===== config.mk =====
export PLATFORM = sky130hd
export DESIGN_NAME = rs_encoder_param_flat
export DESIGN_NICKNAME = d
export VERILOG_FILES = /design/src/rtl/rs_encoder_param_if.sv /design/src/rtl/rs_encoder_param.sv /design/src/flat_wrapper.sv
export SDC_FILE = /design/constraint.sdc
export NUM_CORES = 1
export LEC_CHECK = 0
export CORE_UTILIZATION = 30
export CTS_CLUSTER_DIAMETER = 60
export DETAILED_ROUTE_END_ITERATION = 10
export DONT_BUFFER_PORTS = 1
export PLACE_DENSITY = 0.49
export SLEW_MARGIN = 20
export SYNTH_ARGS = -nofsm -noshare
export SYNTH_HDL_FRONTEND = slang
export SYNTH_SLANG_ARGS = --single-unit

===== constraint.sdc =====
create_clock -name clk -period 2.95 [get_ports clk]
set_clock_uncertainty 0.15 [all_clocks]
set_input_delay 0.885 -clock clk [delete_from_list [all_inputs] [get_ports clk]]
set_output_delay 0.885 -clock clk [all_outputs]
set_load 0.05 [all_outputs]

===== src/rtl/rs_encoder_param_if.sv =====
// rs_encoder_param_if
//   Stream bundle around the Reed-Solomon encoder.
//   Input side : in_valid / in_ready / in_data (message symbols, highest degree first)
//   Output side: out_valid / out_ready / out_data plus framing flags
//                out_sop (first message symbol), out_eop (last parity symbol),
//                out_par (parity symbol).
//   slave  : the encoder's view (consumes in_*, produces out_*).
//   master : the environment's view (produces in_*, consumes out_*).
interface rs_encoder_param_if;
  logic       in_valid;
  logic       in_ready;
  logic [7:0] in_data;
  logic       out_valid;
  logic       out_ready;
  logic [7:0] out_data;
  logic       out_sop;
  logic       out_eop;
  logic       out_par;

  modport slave (
    input  in_valid, in_data, out_ready,
    output in_ready, out_valid, out_data, out_sop, out_eop, out_par
  );

  modport master (
    output in_valid, in_data, out_ready,
    input  in_ready, out_valid, out_data, out_sop, out_eop, out_par
  );
endinterface


===== src/rtl/rs_encoder_param.sv =====
// rs_encoder_param
//   Systematic Reed-Solomon encoder over GF(2^8). K message symbols are passed
//   through unchanged, then NPAR parity symbols (remainder of m(x)*x^NPAR mod g(x))
//   are appended, highest-degree remainder coefficient first.
//   Generator g(x) = prod_{i=FCR}^{FCR+NPAR-1} (x + alpha^i), alpha = 0x02, is
//   expanded at elaboration; each tap multiply collapses to a constant XOR network.
// Ports
//   clk  : single rising-edge clock
//   rst  : synchronous active-high reset
//   bus  : rs_encoder_param_if.slave (in_* handshake, out_* handshake + flags)
module rs_encoder_param #(
  parameter int NPAR      = 16,
  parameter int K         = 239,
  parameter int FCR       = 0,
  parameter int PRIM_POLY = 'h11D
) (
  input  logic               clk,
  input  logic               rst,
  rs_encoder_param_if.slave  bus
);

  localparam int             DATA_W  = 8;
  localparam int             CNT_MAX = (K > NPAR) ? K : NPAR;
  localparam int             CNT_W   = $clog2(CNT_MAX + 1);
  localparam logic [7:0]     POLY_LO = PRIM_POLY[7:0];

  // Shift-and-add GF(2^8) product; x^8 is folded back with the low byte of
  // the primitive polynomial.
  function automatic logic [7:0] gf_mul(input logic [7:0] a, input logic [7:0] b);
    logic [7:0] acc;
    logic [7:0] sh;
    acc = '0;
    sh  = a;
    for (int i = 0; i < 8; i++) begin
      if (b[i]) acc = acc ^ sh;
      sh = {sh[6:0], 1'b0} ^ (sh[7] ? POLY_LO : 8'h00);
    end
    return acc;
  endfunction

  // Expand the generator polynomial one root at a time. The result holds
  // g_0..g_{NPAR-1}; the leading coefficient is implicitly 1.
  function automatic logic [DATA_W*NPAR-1:0] gen_coefs();
    logic [NPAR:0][7:0]        g;
    logic [7:0]                root;
    logic [DATA_W*NPAR-1:0]    res;
    g    = '0;
    g[0] = 8'h01;
    root = 8'h01;
    res  = '0;
    for (int i = 0; i < FCR; i++) root = gf_mul(root, 8'h02);
    for (int i = 0; i < NPAR; i++) begin
      for (int j = NPAR; j > 0; j--) g[j] = g[j-1] ^ gf_mul(g[j], root);
      g[0] = gf_mul(g[0], root);
      root = gf_mul(root, 8'h02);
    end
    for (int j = 0; j < NPAR; j++) res[DATA_W*j +: DATA_W] = g[j];
    return res;
  endfunction

  localparam logic [DATA_W*NPAR-1:0] GEN    = gen_coefs();
  localparam logic [CNT_W-1:0]       K_LAST = CNT_W'(K - 1);
  localparam logic [CNT_W-1:0]       P_LAST = CNT_W'(NPAR - 1);

  typedef enum logic {ST_MSG, ST_PAR} state_t;

  state_t                        state_q, state_d;
  logic [CNT_W-1:0]              cnt_q, cnt_d;
  logic [NPAR-1:0][DATA_W-1:0]   r_q, r_d;
  logic                          out_valid_q, out_valid_d;
  logic [DATA_W-1:0]             out_data_q, out_data_d;
  logic                          out_sop_q, out_sop_d;
  logic                          out_eop_q, out_eop_d;
  logic                          out_par_q, out_par_d;

  logic                          slot_free;
  logic                          in_ready_c;
  logic                          accept;
  logic [DATA_W-1:0]             fb;

  // Next-state / datapath
  always_comb begin
    slot_free   = !out_valid_q || bus.out_ready;
    // Held low during reset so nothing is taken while state is being cleared.
    in_ready_c  = (state_q == ST_MSG) && slot_free && !rst;
    accept      = bus.in_valid && in_ready_c;
    fb          = bus.in_data ^ r_q[NPAR-1];

    state_d     = state_q;
    cnt_d       = cnt_q;
    r_d         = r_q;
    out_valid_d = out_valid_q;
    out_data_d  = out_data_q;
    out_sop_d   = out_sop_q;
    out_eop_d   = out_eop_q;
    out_par_d   = out_par_q;

    // Drained symbol frees the output register unless refilled below.
    if (out_valid_q && bus.out_ready) out_valid_d = 1'b0;

    case (state_q)
      ST_MSG: begin
        if (accept) begin
          r_d[0] = gf_mul(GEN[0 +: DATA_W], fb);
          for (int i = 1; i < NPAR; i++)
            r_d[i] = r_q[i-1] ^ gf_mul(GEN[DATA_W*i +: DATA_W], fb);
          out_valid_d = 1'b1;
          out_data_d  = bus.in_data;
          out_sop_d   = (cnt_q == '0);
          out_eop_d   = 1'b0;
          out_par_d   = 1'b0;
          if (cnt_q == K_LAST) begin
            state_d = ST_PAR;
            cnt_d   = '0;
          end else begin
            cnt_d   = cnt_q + CNT_W'(1);
          end
        end
      end
      ST_PAR: begin
        // Shifting zeros in leaves the LFSR cleared for the next codeword.
        if (slot_free) begin
          out_valid_d = 1'b1;
          out_data_d  = r_q[NPAR-1];
          out_sop_d   = 1'b0;
          out_eop_d   = (cnt_q == P_LAST);
          out_par_d   = 1'b1;
          r_d[0]      = '0;
          for (int i = 1; i < NPAR; i++) r_d[i] = r_q[i-1];
          if (cnt_q == P_LAST) begin
            state_d = ST_MSG;
            cnt_d   = '0;
          end else begin
            cnt_d   = cnt_q + CNT_W'(1);
          end
        end
      end
      default: begin
        state_d = ST_MSG;
        cnt_d   = '0;
      end
    endcase
  end

  // State / output register
  always_ff @(posedge clk) begin
    if (rst) begin
      state_q     <= ST_MSG;
      cnt_q       <= '0;
      r_q         <= '0;
      out_valid_q <= 1'b0;
      out_data_q  <= '0;
      out_sop_q   <= 1'b0;
      out_eop_q   <= 1'b0;
      out_par_q   <= 1'b0;
    end else begin
      state_q     <= state_d;
      cnt_q       <= cnt_d;
      r_q         <= r_d;
      out_valid_q <= out_valid_d;
      out_data_q  <= out_data_d;
      out_sop_q   <= out_sop_d;
      out_eop_q   <= out_eop_d;
      out_par_q   <= out_par_d;
    end
  end

  assign bus.in_ready  = in_ready_c;
  assign bus.out_valid = out_valid_q;
  assign bus.out_data  = out_data_q;
  assign bus.out_sop   = out_sop_q;
  assign bus.out_eop   = out_eop_q;
  assign bus.out_par   = out_par_q;

endmodule

===== src/flat_wrapper.sv =====
// flat-port wrapper written by rule: the top's interface ports become plain ports
module rs_encoder_param_flat 
#(
  parameter int NPAR      = 16,
  parameter int K         = 239,
  parameter int FCR       = 0,
  parameter int PRIM_POLY = 'h11D
)
  (clk, rst, bus_in_valid, bus_in_data, bus_out_ready, bus_in_ready, bus_out_valid, bus_out_data, bus_out_sop, bus_out_eop, bus_out_par);
  rs_encoder_param_if bus_i ();
  input  logic clk;
  input  logic rst;
  input wire logic [$bits(bus_i.in_valid)-1:0] bus_in_valid;
  input wire logic [$bits(bus_i.in_data)-1:0] bus_in_data;
  input wire logic [$bits(bus_i.out_ready)-1:0] bus_out_ready;
  output wire logic [$bits(bus_i.in_ready)-1:0] bus_in_ready;
  output wire logic [$bits(bus_i.out_valid)-1:0] bus_out_valid;
  output wire logic [$bits(bus_i.out_data)-1:0] bus_out_data;
  output wire logic [$bits(bus_i.out_sop)-1:0] bus_out_sop;
  output wire logic [$bits(bus_i.out_eop)-1:0] bus_out_eop;
  output wire logic [$bits(bus_i.out_par)-1:0] bus_out_par;
  assign bus_i.in_valid = bus_in_valid;
  assign bus_i.in_data = bus_in_data;
  assign bus_i.out_ready = bus_out_ready;
  assign bus_in_ready = bus_i.in_ready;
  assign bus_out_valid = bus_i.out_valid;
  assign bus_out_data = bus_i.out_data;
  assign bus_out_sop = bus_i.out_sop;
  assign bus_out_eop = bus_i.out_eop;
  assign bus_out_par = bus_i.out_par;
  rs_encoder_param #(.NPAR(NPAR), .K(K), .FCR(FCR), .PRIM_POLY(PRIM_POLY)) u_core (.clk(clk), .rst(rst), .bus(bus_i));
endmodule

---- Word level (Yosys, flattened, before mapping) ----
Index checks and enable logic that the tools add are counted.
storage, ports and cells
  logic and storage cells ................. 547
  bits in registers ....................... 149
  output and inout bits ................... 13
  input port bits ......................... 12
cells by class
  eq/ne operators ......................... 4
  muxes and demuxes ....................... 388
  reductions and logical operators ........ 9
  bitwise logic cells ..................... 122
  add/sub/neg operators ................... 1
operators by type and width
  cell                 count
  $mux 8               303
  $mux 128             2
  $pmux 128 s2         1
  $mux 7               30
  $not 5->5            29
  $xor 8x8->8          16
  $mux 6               18
  $not 3->3            28
  $not 4->4            21
  $not 6->6            13
  $mux 5               9
  $pmux 8 s2           2
  $not 7->7            3
  $mux 4               4
  $mux 1               12
  $not 2->2            6
  $pmux 1 s2           5
  $add 8x1->8 const B  1
  $eq 8x4->1 const B   1
  $eq 8x8->1 const B   1
  $logic_not 8->1      1
  $not 8->8            1
  $mux 3               2
  $not 1->1            5
  6 further kinds      10

---- Longest topological paths before layout ----
Gate-level depths: netlist of the first run.
  word-level depth ........................ 38
  depth in mapped cells ................... 8
  gate-level depth less buffers ........... 7

---- Worst setup path after synthesis of the first run ----
No wires, ideal clock.
  path type ............................... in2out
  start point ............................. input rst
  end point ............................... output bus_in_ready
  arrival time ............................ 2.528 ns
  required time ........................... 1.915 ns
  stages on the path ...................... 4
  buffers on the path ..................... 3
  setup slack ............................. -0.613 ns
  cell sequence ........................... clkbuf_1 > clkbuf_1 > clkbuf_1 > nor3_1
between the ends
  cells in the longest elaborated chain, start to end .. 2
RTL lines
  element            RTL line                source
  from (decl)        flat_wrapper.sv:12      input logic rst;
  $logic_not 1->1    rs_encoder_param.sv:85  in_ready_c = (state_q == ST_MSG) && slot_free && !rst;
  $logic_and 1x1->1  rs_encoder_param.sv:85
  to (decl)          flat_wrapper.sv:16      output wire logic [$bits(bus_i.in_ready)-1:0] bus_in_ready;
Every way passes these cells.

---- Worst setup path after layout of the first run ----
  start point ............................. register u_core.out_valid_q, in the netlist u_core.bus.out_valid
  end point ............................... output bus_in_ready
between the ends
  cells in the longest elaborated chain, start to end .. 4
RTL lines
  element                         RTL line                 source
  from (decl)                     rs_encoder_param.sv:70   logic out_valid_q, out_valid_d;
  from (signal assigned)          rs_encoder_param.sv:160  out_valid_q <= out_valid_d;
  $logic_not 1->1                 rs_encoder_param.sv:83   slot_free = !out_valid_q || bus.out_ready;
  $logic_or 1x1->1                rs_encoder_param.sv:83
  $logic_and 1x1->1 (2 in a row)  rs_encoder_param.sv:85
Every way passes these cells.

==> flow_metrics.env, run 1 <==
export IMPL_period_share_pct=90.9
export IMPL_io_pins=25
export IMPL_synth_edff_count=0
export IMPL_synth_top_area_cell="dfxtp_1"
export IMPL_finalMaxSlewViolations=0
export IMPL_crit_slowest_cell="dfxtp_1"
export IMPL_synthArstFlopShare_pct=0
export IMPL_final_fill_count=2828
export IMPL_yosysUniqueCellTypes=46
export IMPL_setup_viol=0
export IMPL_met2_usage_pct=27.5
export IMPL_first_pass_iters=5
export IMPL_critPathKind="reg -> out"
export IMPL_yosysWarningCount=0
export IMPL_ys_flop_type="dfxtp_1"
export IMPL_post_route_min_period_ns=2.68
export IMPL_dp_slack_ns=-0.0480
export IMPL_dp_hpwl_um=15400
export IMPL_synthTopCellsByArea="dfxtp_1 (35%), xnor2_1 (9.0%), o21ai_0 (6.9%)"
export IMPL_power_switching_mw=2.83
export IMPL_start_util_pct=30.6
export IMPL_max_stage_delay_ns=0.48
export IMPL_postRouteAntennaNets=0
export IMPL_crit_required_ns=1.92
export IMPL_fmax_ghz=0.373
export IMPL_io_buffer_count=0
export IMPL_p_comb_share_pct=42.1
export IMPL_total_power_mw=8.11
export IMPL_worst_path_buf_inv=0
export IMPL_wl_per_cell_um=17.9
export IMPL_grt_max_degree=132
export IMPL_clkPwrFrac_pct=28.4
export IMPL_die_w_um=171
export IMPL_ys_ff_latch=149
export IMPL_first_global_vias=6020
export IMPL_numCtsBuffers=17
export IMPL_cts_resized=0
export IMPL_power_leakage_nw=3.56
export IMPL_gp_congestion=0.780
export IMPL_busiest_layer="met2"
export IMPL_post_cts_buffers=0
export IMPL_syn2layout_area_growth_pct=15.5
export IMPL_fin_util_pct=35.4
export IMPL_endpoint_kind="output port"
export IMPL_antenna_found_initial=0
export IMPL_switching_share_pct=34.8
export IMPL_die_h_um=171
export IMPL_cts_max_path_buffers=2
export IMPL_vias=6741
export IMPL_maxCapViolCount=0
export IMPL_ir_drop_mv=0.439
export IMPL_p_seq_share_pct=29.5
export IMPL_worstPathArrival_ns=1.65
export IMPL_crit_chain="nor2b_1, nor3_4"
export IMPL_reg2reg_depth=5
export IMPL_clk_latency_ns=0.44
export IMPL_min_path_type="reg -> reg"
export IMPL_final_cell_mix="dfxtp_1 (148), nor2_1 (123), o21ai_0 (117), or3_1 (90), xnor2_1 (86)"
export IMPL_grt_use_met3_pct=2.78
export IMPL_hold_violations=0
export IMPL_drc=0
export IMPL_ys_seq_area_share_pct=34.9
export IMPL_nets=945
export IMPL_syn_area_per_cell_um2=9.06
export IMPL_status="finished clean"
export IMPL_grt_setup_unrepaired="no"
export IMPL_cts_tree="built"
export IMPL_final_common_cell="dfxtp_1"
export IMPL_cp_depth=2
export IMPL_fin_ws_ns=0.267
export IMPL_power_internal_mw=5.29
export IMPL_synthCells=942
export IMPL_drive_gt1_share_pct=11.3
export IMPL_path_clk_slew_ns=0.06
export IMPL_coreArea_um2=27900
export IMPL_h_tree_depth=4
export IMPL_drtIter0Drc=431
export IMPL_grt_ovfl_total=0
export IMPL_start_kind="register"
export IMPL_yosysTopAreaCellShare_pct=34.9
export IMPL_syn_cell_area_um2=8540
export IMPL_grt_pass1_wl_um=37200
export IMPL_maxSlewHeadroom_pct=46.7
export IMPL_num_rows=61
export IMPL_drt_total_wl_um=23600
export IMPL_vias_per_cell=5.10
export IMPL_hold_path_depth=2
export IMPL_track_usage_pct=17.1
export IMPL_cts_sinks=149
export IMPL_worst_pin_slew_ns=0.795
export IMPL_die_area_um2=29100
export IMPL_use_met1_pct=23.6
export IMPL_cts_root_buf="clkbuf_16"
export IMPL_cp_max_fo=3
export IMPL_cts_hold_buf=0
export IMPL_diodes=0
export IMPL_synth_nets=957
export IMPL_path_delay_family="simple AND/OR/NAND/NOR gates"
export IMPL_powerDensity_nw_per_um2=823
cell families after synthesis:
logic type / after synthesis / synth area share [%]
AO/OA/AOI/OAI: 273 / 20.9
XOR/XNOR: 147 / 22.5
adder cells (fa/ha/maj): 3 / 0.440
buffers and inverters: 89 / 4.16
flip-flops: 149 / 34.9
multiplexers: 8 / 0.938
AND/OR/NAND/NOR: 273 / 16.1
per-stage QoR:
step | TNS [ns] | hold WS [ns] | cells | instance area [um2]
after detailed placement | -0.135 | 0.312 | 1289 | 9250
after global routing | 0 | 0.335 | 1321 | 9860
after CTS | 0 | 0.321 | 1321 | 9860
final | 0 | 0.317 | 1321 | 9860
after floorplan | 0 | 0.291 | 942 | 8550
after global placement | -0.0942 | 0.309 | 1289 | 9250
flip-flops by register name, summed over array words and instances (netlist names):
name,cells
u_core.cnt_q,8
u_core.bus.out_eop,1
u_core.bus.out_valid,1
u_core.bus.out_data,8
u_core.r_q,128
u_core.bus.out_par,1
u_core.bus.out_sop,1
u_core.state_q,1
path summary, 6_finish.rpt:
check                             from               to  slack, ns
hold reg to reg          u_core.r_q[1]    u_core.r_q[1]       0.32
hold / removal           u_core.r_q[1]    u_core.r_q[1]       0.32
setup / recovery  u_core.bus.out_valid     bus_in_ready       0.27
setup reg to reg       u_core.r_q[122]  u_core.r_q[126]       0.39
power groups by stage:
stage	combinational, mW	clock [mW]	sequential, mW
3_5_place_dp	3.43	0	2.44
3_3_place_gp	3.42	0	2.43
4_1_cts	3.45	2.35	2.39
5_1_grt	3.74	2.46	2.42
6_report	3.42	2.30	2.39
2_1_floorplan	2.47	0	2.38
metal layers:
layer | vias up | wire length [um]
met5 | - | 0
met2 | 100 | 11000
li1 | 3424 | -
met4 | 0 | 248
met3 | 19 | 835
met1 | 3198 | 11600
worst min-delay path: cells and delay by family (launching register included):
kind               cells  cell delay [ns]
and+or+nand+nor        1             0.06
DFF                    1             0.31
AOI/OAI and AO/OA      1             0.06
cells in the mapped netlist, types with 2 or more instances:
library cell  number
a311oi_1          64
nor3b_1            5
xnor3_1           26
nor4_1             3
nand3_1           13
a21boi_0           5
ha_1               3
and4_1             5
xor2_4             2
o31a_1             5
nand4_1            2
o21a_1             2
a21oi_1            9
or3_1             90
o21ai_0          118
nor2b_1            2
dfxtp_1          149
xnor2_4            3
a21o_1             3
a211oi_1          33
a31oi_1           28
xnor2_1           88
xor3_1             6
inv_1              6
o31ai_1            2
and3_1             2
xnor2_2           10
mux2i_1            8
and2_1             3
buf_2              5
nor2_1           123
nor3_1             6
xor2_2             2
nand2_1           13
nand2b_1           3
clkbuf_1          73
buf_4              4
xor2_1            10
area by class of cell:
| type | instances | area [um2] | area share, % |
|---|---|---|---|
| Timing Repair Buffer | 51 | 533 | 5.41 |
| Multi-Input combinational cell | 704 | 5240 | 53.1 |
| Inverter | 7 | 26.3 | 0.267 |
| Clock buffer | 18 | 429 | 4.35 |
| Clock inverter | 14 | 175 | 1.78 |
| Tap cell | 378 | 473 | 4.80 |
| Sequential cell | 149 | 2990 | 30.3 |
No activity file was read; power rests on OpenSTA's default activity.
==> inputs of run 2 (changes only) <==
- DONT_BUFFER_PORTS: 1 -> unset
- PLACE_DENSITY: 0.49 -> 0.5
==> run 2 against run 1 <==
Net effect: final area up 8.9%; power up 5.9%; die area unchanged; cell count up 7.0%; clock power about the same; global-route usage up 0.27 points; hold slack worse by 0.0077 ns; largest cell class unchanged; largest power group unchanged.
==> flow_metrics.env, run 2 (synthesis gave the netlist of run 1 again) <==
export IMPL_final_cell_mix="dfxtp_1 (148), nor2_1 (123), o21ai_0 (117), buf_4 (102), or3_1 (90)"
export IMPL_post_route_min_period_ns=2.94
export IMPL_clk_latency_ns=0.44
export IMPL_drtIter0Drc=429
export IMPL_drt_total_wl_um=24200
export IMPL_grt_ovfl_total=0
export IMPL_wl_per_cell_um=17.1
export IMPL_finalMaxSlewViolations=0
export IMPL_r2r_slack_ns=0.50
export IMPL_num_rows=61
export IMPL_cts_hold_buf=0
export IMPL_h_tree_depth=4
export IMPL_start_util_pct=30.6
export IMPL_power_internal_mw=5.69
export IMPL_cts_root_buf="clkbuf_16"
export IMPL_p_comb_share_pct=45.5
export IMPL_ir_drop_mv=0.461
export IMPL_antenna_found_initial=0
export IMPL_cp_max_fo=6
export IMPL_grt_pass1_wl_um=38000
export IMPL_track_usage_pct=17.4
export IMPL_io_buffer_count=24
export IMPL_postRouteAntennaNets=0
export IMPL_coreArea_um2=27900
export IMPL_fmax_ghz=0.341
export IMPL_fin_tns_setup_ns=0
export IMPL_cts_max_path_buffers=2
export IMPL_min_path_type="reg -> reg"
export IMPL_endpoint_kind="register"
export IMPL_die_w_um=171
export IMPL_vias_per_cell=5.02
export IMPL_grt_setup_unrepaired="yes"
export IMPL_critPathCapture="u_core.r_q[26]"
export IMPL_maxCapViolCount=0
export IMPL_clkPwrFrac_pct=27.1
export IMPL_final_common_cell="dfxtp_1"
export IMPL_first_global_vias=6534
export IMPL_path_clk_slew_ns=0.06
export IMPL_regToRegStartpoint="u_core.r_q[126]"
export IMPL_dp_slack_ns=-0.521
export IMPL_worstSetupStartpoint="bus_in_data[7]"
export IMPL_syn2layout_area_growth_pct=25.7
export IMPL_grt_max_degree=150
export IMPL_cts_tree="built"
export IMPL_largest_register_ff_count=128
export IMPL_p_seq_share_pct=27.4
export IMPL_period_share_pct=99.5
export IMPL_hold_violations=0
export IMPL_top_register="u_core.r_q"
export IMPL_io_pins=25
export IMPL_switching_share_pct=33.8
export IMPL_dp_hpwl_um=16700
export IMPL_total_power_mw=8.60
export IMPL_worstPathArrival_ns=3.10
export IMPL_power_leakage_nw=4.03
export IMPL_cts_sinks=149
export IMPL_numCtsBuffers=17
export IMPL_drive_gt1_share_pct=18.1
export IMPL_critPathKind="in -> reg"
export IMPL_start_kind="input pin"
export IMPL_gp_congestion=0.767
export IMPL_first_pass_iters=5
export IMPL_timing_rr_end="u_core.r_q[121]"
export IMPL_power_switching_mw=2.90
export IMPL_reg2reg_depth=6
export IMPL_final_fill_count=2788
export IMPL_die_h_um=171
export IMPL_die_area_um2=29100
export IMPL_worst_pin_slew_ns=0.701
export IMPL_setup_viol=0
export IMPL_diodes=0
export IMPL_drc=0
export IMPL_crit_required_ns=3.12
export IMPL_powerDensity_nw_per_um2=801
export IMPL_nets=1037
export IMPL_fin_ws_ns=0.0141
export IMPL_vias=7097
export IMPL_fin_util_pct=38.5
export IMPL_status="finished clean"
export IMPL_maxSlewHeadroom_pct=53.3
[run 2: cell count changes in the layout (fill, tap and decap cells not counted), sizes merged]
cell,change
buf,+70
clkdlybuf4s50,+19
clkbuf,+3
dlygate4sd2,+3
inv,-2
clkinvlp,-1
[run 2: worst min path at each step]
stage / startpoint / to / cells after the start
floorplan: u_core.r_q[3] / u_core.r_q[3] / 2
global placement: u_core.bus.out_sop / u_core.bus.out_sop / 2
detailed placement: u_core.bus.out_sop / u_core.bus.out_sop / 2
CTS: u_core.bus.out_sop / u_core.bus.out_sop / 2
global route: u_core.bus.out_par / u_core.bus.out_par / 2
finish: u_core.bus.out_sop / u_core.bus.out_sop / 2
[run 2: worst max-delay path, cell delays in order]
cell,delay (ns)
clkdlybuf4s50_1,0.46
xnor2_2,0.28
buf_4,0.18
xnor3_2,0.34
buf_4,0.18
xnor3_1,0.34
nor3b_1,0.15
o31a_1,0.29
[run 2: layout make-up]
class	instances	area [um2]	share of cell area (%)
tap	378	473	4.41
sequential	149	2990	27.8
multi-input combinational	704	5280	49.2
inverter	7	26.3	0.245
timing repair buffer	143	1350	12.5
clock inverter	11	146	1.36
clock buffer	21	472	4.40
[run 2: per-layer routing]
metal	track usage (%)	vias up	wire length [um]	part of all wire (%)
met3	3.26	32	628	2.6
li1	-	3611	-	-
met5	0	-	0	0
met2	27.3	89	10900	45
met4	6.19	0	465	1.9
met1	23.7	3365	12200	50
[run 2: through the flow]
stage	area [um2]	hold slack, ns	std cells
after floorplan	8550	0.291	942
after global placement	10000	0.297	1377
after detailed placement	10000	0.303	1377
after CTS	10700	0.312	1410
after global routing	10700	0.352	1413
final	10700	0.310	1413
[run 2: repair_timing]
action                     4_1_cts  5_1_grt
buffers inserted                 1        3
setup endpoints to repair       29       16
resized for setup                7       11
pin swaps                        3        4
[run 2: power groups by stage]
stage                     clock network, mW  logic [mW]  registers [mW]
final                                  2.33        3.91            2.35
after global routing                   2.49        4.24            2.38
after CTS                              2.38        3.88            2.35
after detailed placement                  0        3.84            2.40
after global placement                    0        3.83            2.40
after floorplan                           0        2.47            2.38
